<file path="config.mk">
export PLATFORM = sky130hd
export DESIGN_NAME = flash_read_responder
export DESIGN_NICKNAME = d
export VERILOG_FILES = /design/src/rtl/flash_rd_pkg.sv /design/src/rtl/flash_timeout_counter.sv /design/src/rtl/flash_read_responder.sv
export SDC_FILE = /design/constraint.sdc
export NUM_CORES = 1
export LEC_CHECK = 0
export BUFFER_PORTS_ARGS = -buffer_cell sky130_fd_sc_hd__buf_2
export CAP_MARGIN = 20
export CORE_ASPECT_RATIO = 0.8
export CORE_MARGIN = 2
export CORE_UTILIZATION = 45
export DETAILED_ROUTE_END_ITERATION = 8
export PLACE_DENSITY = 0.79
export SLEW_MARGIN = 20
export SYNTH_ARGS = -nofsm -noshare
export SYNTH_HDL_FRONTEND = slang
export SYNTH_SLANG_ARGS = --single-unit
</file>
<file path="constraint.sdc">
create_clock -name clk -period 1.9 [get_ports clk]
set_clock_uncertainty 0.15 [all_clocks]
set_input_delay 0.57 -clock clk [delete_from_list [all_inputs] [get_ports clk]]
set_output_delay 0.57 -clock clk [all_outputs]
set_load 0.03 [all_outputs]
</file>
<file path="src/rtl/flash_rd_pkg.sv">
// ---------------------------------------------------------------------------
// flash_rd_pkg
// Shared types and default sizes for the flash read responder.
//   state_t         : responder FSM states
//   *_DEF constants : default word address width, data width and watchdog limit
// ---------------------------------------------------------------------------
package flash_rd_pkg;

    localparam int ADDR_W_DEF         = 23;
    localparam int DATA_W_DEF         = 32;
    localparam int TIMEOUT_CYCLES_DEF = 255;

    typedef enum logic [1:0] {
        IDLE      = 2'd0,
        ISSUE     = 2'd1,
        WAIT_DATA = 2'd2,
        DONE      = 2'd3
    } state_t;

endpackage

</file>
<file path="src/rtl/flash_timeout_counter.sv">
// ---------------------------------------------------------------------------
// flash_timeout_counter
// Watchdog for the wait on read data. Counts up while enabled, saturates at
// TIMEOUT_CYCLES and never wraps. expire is high while the count sits on the
// last permitted wait cycle, so the owner aborts after exactly TIMEOUT_CYCLES
// enabled cycles.
// Ports:
//   clk    in  system clock
//   reset  in  synchronous, active-high
//   clear  in  return count to zero (wins over enable)
//   enable in  advance count by one
//   expire out count == TIMEOUT_CYCLES-1
// ---------------------------------------------------------------------------
module flash_timeout_counter #(
    parameter int TIMEOUT_CYCLES = 255
) (
    input  logic clk,
    input  logic reset,
    input  logic clear,
    input  logic enable,
    output logic expire
);

    localparam int CNT_W = $clog2(TIMEOUT_CYCLES + 1);
    localparam logic [CNT_W-1:0] CNT_LAST = CNT_W'(TIMEOUT_CYCLES - 1);
    localparam logic [CNT_W-1:0] CNT_MAX  = CNT_W'(TIMEOUT_CYCLES);

    logic [CNT_W-1:0] count_q;
    logic [CNT_W-1:0] count_d;

    always_comb begin
        count_d = count_q;
        if (clear) begin
            count_d = '0;
        end else if (enable && (count_q != CNT_MAX)) begin
            count_d = count_q + CNT_W'(1);
        end
    end

    always_ff @(posedge clk) begin
        if (reset) begin
            count_q <= '0;
        end else begin
            count_q <= count_d;
        end
    end

    assign expire = (count_q == CNT_LAST);

endmodule

</file>
<file path="src/rtl/flash_read_responder.sv">
// ---------------------------------------------------------------------------
// flash_read_responder
// Takes one word-read request from the audio address calculator, runs a single
// Avalon-MM pipelined read on the flash controller and hands the 32-bit word
// back on audiodata with a one-cycle end_flash_read pulse. One read is
// outstanding at a time; a watchdog bounds the wait for readdatavalid.
//
// state     | meaning
// ----------+-------------------------------------------------------------
// IDLE      | waiting for start_flash & read; request fields latched on accept
// ISSUE     | flash_mem_read high until the controller drops waitrequest
// WAIT_DATA | waiting for readdatavalid; watchdog running
// DONE      | end_flash_read pulse; watchdog cleared
//
// Ports:
//   clk, reset                  system clock, synchronous active-high reset
//   start_flash, read           request strobe and qualifier
//   mem_addr, byteenable        request word address and byte lanes
//   audiodata                   captured read word (0 after a timeout)
//   end_flash_read              one-cycle completion pulse
//   busy                        high whenever not IDLE
//   timeout_err                 sticky watchdog-abort flag, cleared by reset only
//   flash_mem_*                 Avalon-MM master read interface
// ---------------------------------------------------------------------------
module flash_read_responder
    import flash_rd_pkg::*;
#(
    parameter int ADDR_W         = ADDR_W_DEF,
    parameter int DATA_W         = DATA_W_DEF,
    parameter int TIMEOUT_CYCLES = TIMEOUT_CYCLES_DEF
) (
    input  logic              clk,
    input  logic              reset,
    input  logic              start_flash,
    input  logic              read,
    input  logic [ADDR_W-1:0] mem_addr,
    input  logic [3:0]        byteenable,
    output logic [DATA_W-1:0] audiodata,
    output logic              end_flash_read,
    output logic              busy,
    output logic              timeout_err,
    output logic              flash_mem_read,
    output logic [ADDR_W-1:0] flash_mem_address,
    output logic [3:0]        flash_mem_byteenable,
    input  logic              flash_mem_waitrequest,
    input  logic [DATA_W-1:0] flash_mem_readdata,
    input  logic              flash_mem_readdatavalid
);

    state_t            state_q, state_d;
    logic [ADDR_W-1:0] addr_q, addr_d;
    logic [3:0]        be_q, be_d;
    logic [DATA_W-1:0] data_q, data_d;
    logic              err_q, err_d;
    logic              wd_clear;
    logic              wd_enable;
    logic              wd_expire;

    flash_timeout_counter #(
        .TIMEOUT_CYCLES (TIMEOUT_CYCLES)
    ) u_watchdog (
        .clk    (clk),
        .reset  (reset),
        .clear  (wd_clear),
        .enable (wd_enable),
        .expire (wd_expire)
    );

    always_comb begin
        state_d   = state_q;
        addr_d    = addr_q;
        be_d      = be_q;
        data_d    = data_q;
        err_d     = err_q;
        wd_clear  = 1'b0;
        wd_enable = 1'b0;

        unique case (state_q)
            IDLE: begin
                wd_clear = 1'b1;
                if (start_flash && read) begin
                    addr_d  = mem_addr;
                    be_d    = byteenable;
                    state_d = ISSUE;
                end
            end
            ISSUE: begin
                if (!flash_mem_waitrequest) begin
                    state_d = WAIT_DATA;
                end
            end
            WAIT_DATA: begin
                wd_enable = 1'b1;
                // Data arriving on the last watchdog cycle still counts as success.
                if (flash_mem_readdatavalid) begin
                    data_d  = flash_mem_readdata;
                    state_d = DONE;
                end else if (wd_expire) begin
                    data_d  = '0;
                    err_d   = 1'b1;
                    state_d = DONE;
                end
            end
            DONE: begin
                wd_clear = 1'b1;
                state_d  = IDLE;
            end
            default: begin
                state_d = IDLE;
            end
        endcase
    end

    always_ff @(posedge clk) begin
        if (reset) begin
            state_q <= IDLE;
            addr_q  <= '0;
            be_q    <= '0;
            data_q  <= '0;
            err_q   <= 1'b0;
        end else begin
            state_q <= state_d;
            addr_q  <= addr_d;
            be_q    <= be_d;
            data_q  <= data_d;
            err_q   <= err_d;
        end
    end

    assign audiodata            = data_q;
    assign timeout_err          = err_q;
    assign flash_mem_address    = addr_q;
    assign flash_mem_byteenable = be_q;
    assign flash_mem_read       = (state_q == ISSUE);
    assign end_flash_read       = (state_q == DONE);
    assign busy                 = (state_q != IDLE);

endmodule
</file>
## Word-level counts from Yosys, hierarchy flattened

Index checks and enable logic that the tools add are counted.
W data, S select, Z words.

| storage, ports and cells | value |
|---|---|
| memory bits (read-only) | 0 |
| memory bits (writable) | 0 |
| latch bits | 0 |
| input bits | 65 |
| flip-flop bits (word level) | 70 |
| memories | 0 |

| cells by class | value |
|---|---|
| muxes and demuxes | 9 |
| eq/ne operators | 8 |
| reduce and logical (&&, ||, !) cells | 11 |
| shift operators | 0 |
| div/mod/pow operators | 0 |
| add/subtract/negate cells | 1 |
| order comparisons | 0 |
| multiply operators | 0 |
| bitwise logic cells | 1 |

Operator list:

| kind | count |
|---|---|
| $mux W32 | 2 |
| $add A8 B1 Y8 const B | 1 |
| $eq A8 B8 Y1 const B | 1 |
| $mux W2 | 4 |
| $ne A8 B8 Y1 const B | 1 |
| $pmux W2 S4 | 1 |
| $reduce_and A3 Y1 | 2 |
| $eq A2 B2 Y1 const B | 2 |
| $ne A2 B2 Y1 const B | 2 |
| $reduce_and A2 Y1 | 2 |
| $reduce_bool A2 Y1 | 2 |
| $reduce_or A2 Y1 | 2 |
| $ne A3 B2 Y1 const B | 1 |
| $eq A2 B1 Y1 const B | 1 |
| $logic_and A1 B1 Y1 | 2 |
| $logic_not A2 Y1 | 1 |
| $mux W1 | 2 |
| $not A1 Y1 | 1 |

## Longest topological paths before layout

| depth | value |
|---|---|
| depth after elaboration | 4 |
| depth in mapped cells | 7 |
| mapped depth without buffers | 6 |

## Modules after synthesis

Synthesis repeated with hierarchy kept, for this count alone.

| second synthesis, totals | value |
|---|---|
| cell total of the unflattened synthesis | 303 |
| area, all modules | 2706.3 µm² |

Modules (own cells, without submodules):

| module | area an instance (µm²) | cells each | times used | sequential area each (µm²) |
|---|---|---|---|---|
| flash_read_responder | 2257.2 | 252 | 1 | 1241.2 |
| flash_timeout_counter | 449.2 | 51 | 1 | 160.2 |

## Least setup slack after synthesis

OpenSTA, ideal clock, no wires.

| timing | value |
|---|---|
| path kind | register -> register |
| from | register state_q[0] |
| to | register u_watchdog.count_q[4] |
| required time | 1.692 ns |
| clock period less this slack | 1.636 ns |
| library setup time | 0.058 ns |
| arrival | 1.428 ns |
| path buffers | 1 |
| stages on the path, launching flop included | 6 |
| setup slack | 0.264 ns |
| path through | dfxtp_1 > ha_1 > or3_1 > clkbuf_1 > a31oi_1 > o21a_1 |

| on the way | value |
|---|---|
| cells in the longest elaborated chain, start to end | 4 |

Ends and longest elaborated chain:

| element | RTL line | text |
|---|---|---|
| from (decl) | flash_read_responder.sv:50 | `state_t state_q, state_d;` |
| from (signal assigned) | flash_read_responder.sv:122 | `state_q <= state_d;` |
| $eq A2 B2 Y1 | -- |  |
| via end_flash_read | flash_read_responder.sv:39 | `output logic end_flash_read,` |
| $reduce_or A2 Y1 (no line) | -- |  |
| $mux W1 | flash_read_responder.sv:78 | `unique case (state_q)` |
| $reduce_or A2 Y1 (no line) | -- |  |
| to (signal assigned) | flash_timeout_counter.sv:44 | `count_q <= count_d;` |
| to (decl) | flash_timeout_counter.sv:28 | `logic [CNT_W-1:0] count_q;` |

The timed path passes the listed nets, and every way through them passes these cells.
A chain may end at the register's enable or synchronous reset.

## Worst setup path in the final report

| timing | value |
|---|---|
| from | register state_q[1] |
| to | output flash_mem_read |

| on the way | value |
|---|---|
| cells in the longest elaborated chain, start to end | 1 |

Ends and longest elaborated chain:

| element | RTL line | text |
|---|---|---|
| $eq A2 B1 Y1 | flash_read_responder.sv:134 | `assign flash_mem_read = (state_q == ISSUE);` |
| to (decl) | flash_read_responder.sv:42 | `output logic flash_mem_read,` |

Every way passes these cells.

==> results.py <==
metrics = {
    "grt": {
        "grt_overflow": 0,
        "antenna_found_initial": 0,
        "grt_usage_pct": 19.4,
        "grt_pass1_wl_mm": 9.51,
        "grt_max_degree": 33,
        "grt_pass1_vias": 2170,
    },
    "timing": {
        "rsz0062_at_grt": "false",
        "max_freq_ghz": 0.542,
        "hold_violations": 0,
        "drv_slew": 0,
        "slew_headroom_pct": 76.7,
        "timing.final.crit_share_pct": 97.0,
        "period_needed_ps": 1840,
        "worstMarginPinSlew_ps": 350,
        "finalSetupViolCount": 0,
        "tns_ps": 0,
    },
    "clock_network": {
        "cts_inserted_buffers": 9,
        "tritoncts": "done",
        "ctsHoldBuffers": 0,
        "clock_latency_ps": 330,
        "cts_root_buf": "clkbuf_8",
        "h-tree-depth": 3,
        "clock_sinks": 70,
        "clk_path_buf_depth": 2,
        "path_clk_slew_ps": 70,
    },
    "route": {
        "vias": 2356,
        "via_per_inst": 4.96,
        "wl_mm": 6.06,
        "initialDrtViolationCount": 70,
        "drc_errors": 0,
        "ant_nets": 0,
        "wl_per_cell_um": 12.7,
        "first_pass_iters": 4,
    },
    "synth": {
        "avgSynthCellArea_um2": 9.66,
        "synthMuxAreaShare_pct": 0,
        "synth-simple-area-share_pct": 13.8,
        "syn_inst": 261,
        "synth_top_family_by_area": "compound AO/OA/AOI/OAI gates",
        "synth_xor_area_share_pct": 1.39,
        "synth_top_area_share_pct": 55.6,
        "synth_fa_ha_area_share_pct": 2.98,
        "async_flop_share_pct": 0,
        "synth_edf_count": 0,
        "synth_nets": 332,
        "yosys_most_used_dff": "dfxtp_1",
        "yosysWarnings": 0,
        "synth-compound-area-share_pct": 21.8,
        "ys_types": 36,
        "yosys.area.top_type": "dfxtp_1",
        "yosysSeqAreaShare_pct": 55.6,
        "synthesis.area_mm2": 0.00252,
        "ys_ff_latch": 70,
        "synth_area_leaders": "dfxtp_1 56%, a22o_1 11%, nand2_1 8.5%",
    },
    "critical_path": {
        "r2r_cells": 5,
        "worstPathArrival_ps": 1120,
        "r2r_start": "state_q[0]",
        "worst_setup_path_end_kind": "output pin",
        "path_max_fanout": 3,
        "required_ps": 1180,
        "r2r_end": "u_watchdog.count_q[5]",
        "worst_setup_path_start_kind": "flop",
        "r2r_slack_ps": 90,
        "critical_path_class": "reg2out",
    },
    "hold_path": {
        "worstHoldEndpoint": "audiodata[23]",
        "whs_path_depth": 2,
        "min_from": "flash_mem_readdata[23]",
        "hp-class": "in2reg",
    },
    "finish": {
        "nets": 463,
        "layout_commonest_cell": "buf_2",
        "seqCellArea_mm2": 0.00141,
        "multi_input_area_mm2": 0.00102,
        "final_cell_mix": "125 x buf_2, 68 x dfxtp_1, 57 x nand2_1",
        "fillers": 466,
        "postLayoutCoreUtil_pct": 64.8,
        "n_antenna_cell": 0,
        "areaGrowthSynthToFinish_pct": 39.6,
        "drive_gt1_share_pct": 40.6,
    },
    "floorplanning": {
        "io_pins": 128,
        "start_util_pct": 46.4,
        "dieWidth_um": 87.7,
        "die_area_mm2": 0.00622,
        "core_region_area_mm2": 0.00544,
        "die_h_um": 71.0,
        "fp-row-count": 24,
    },
    "placed_design": {
        "place.gp.congestion": 0.846,
        "hpwl_mm": 4.39,
        "portBuffers": 127,
    },
    "job": {
        "maxCapViolCount": 0,
    },
    "power": {
        "ir_drop_uv": 480,
        "power_density_mw_per_mm2": 1220,
        "p_leak_nw": 1.67,
        "total_power_mw": 4.29,
    },
    "outcome": {
        "status": "completed",
    },
}
## worst max path at each step
stage | from | end | slack (ps) | cells past startpoint
floorplan | state_q[0] | u_watchdog.count_q[4] | 260 | 5
global placement | state_q[0] | busy | 220 | 4
detailed placement | state_q[0] | u_watchdog.count_q[5] | 130 | 5
CTS | state_q[0] | busy | 3 | 4
global route | state_q[0] | busy | 9 | 4
finish | state_q[1] | flash_mem_read | 60 | 3
## worst max-delay path, stage by stage (launching register included)
cell and delay (ps):
dfxtp_2 350, inv_2 60, ha_1 210, buf_4 180
## routing by layer
layer,track usage (%),share of wire (%),vias up
met4,7.01,1.4,0
met5,0,0,-
met1,22.3,43,1071
met2,31.9,47,99
met3,8.87,7.9,10
li1,-,-,1176
## cells in the mapped netlist, types with 2 or more instances
cell,number
and2_1,2
clkbuf_1,7
o21ai_1,2
nand2_1,57
a31oi_1,2
a22o_1,32
nand3_1,3
dfxtp_1,70
ha_1,6
and3_1,2
nor2_1,8
buf_6,3
nand4_1,2
inv_1,6
buf_2,5
xor2_1,3
a21oi_1,31
a211oi_1,2
## kinds of logic after synthesis
logic type,Yosys count
flops,70
buf+inv,22
fa+ha+maj,6
simple gates,81
compound gates,78
xor+xnor,4
## flip-flops by register name, summed over array words and instances (netlist names)
register              count
flash_mem_address        23
audiodata                32
timeout_err               1
state_q                   2
flash_mem_byteenable      4
u_watchdog.count_q        8
## where the power goes
part	switching, mW	total, mW	leakage, nW	internal, mW
sequential	0.0816	1.71	0.568	1.63
combinational	0.742	1.17	0.988	0.433
clock	0.534	1.41	0.114	0.878
## per-stage QoR
step	hold slack (ps)	std cells	setup slack [ps]	instance area, um2
6_report	292	475	56.3	3520
5_1_grt	259	475	9.17	3520
4_1_cts	274	474	2.67	3500
3_5_place_dp	294	457	131	3240
3_3_place_gp	289	457	223	3240
2_1_floorplan	315	261	264	2520
## timing repair
action,CTS,global route
buffers inserted,1,1
gates cloned,0,0
setup endpoints to repair,2,2
gates resized for setup,6,6
## area by class of cell
cell class,count,share of cell area [%]
Sequential cell,70,39.9
Multi-Input combinational cell,169,29.0
Timing Repair Buffer,136,20.9
Clock buffer,11,3.73
Clock inverter,5,3.02
Tap cell,78,2.77
Inverter,6,0.639
Note: power is estimated with default switching activity, not from simulation.
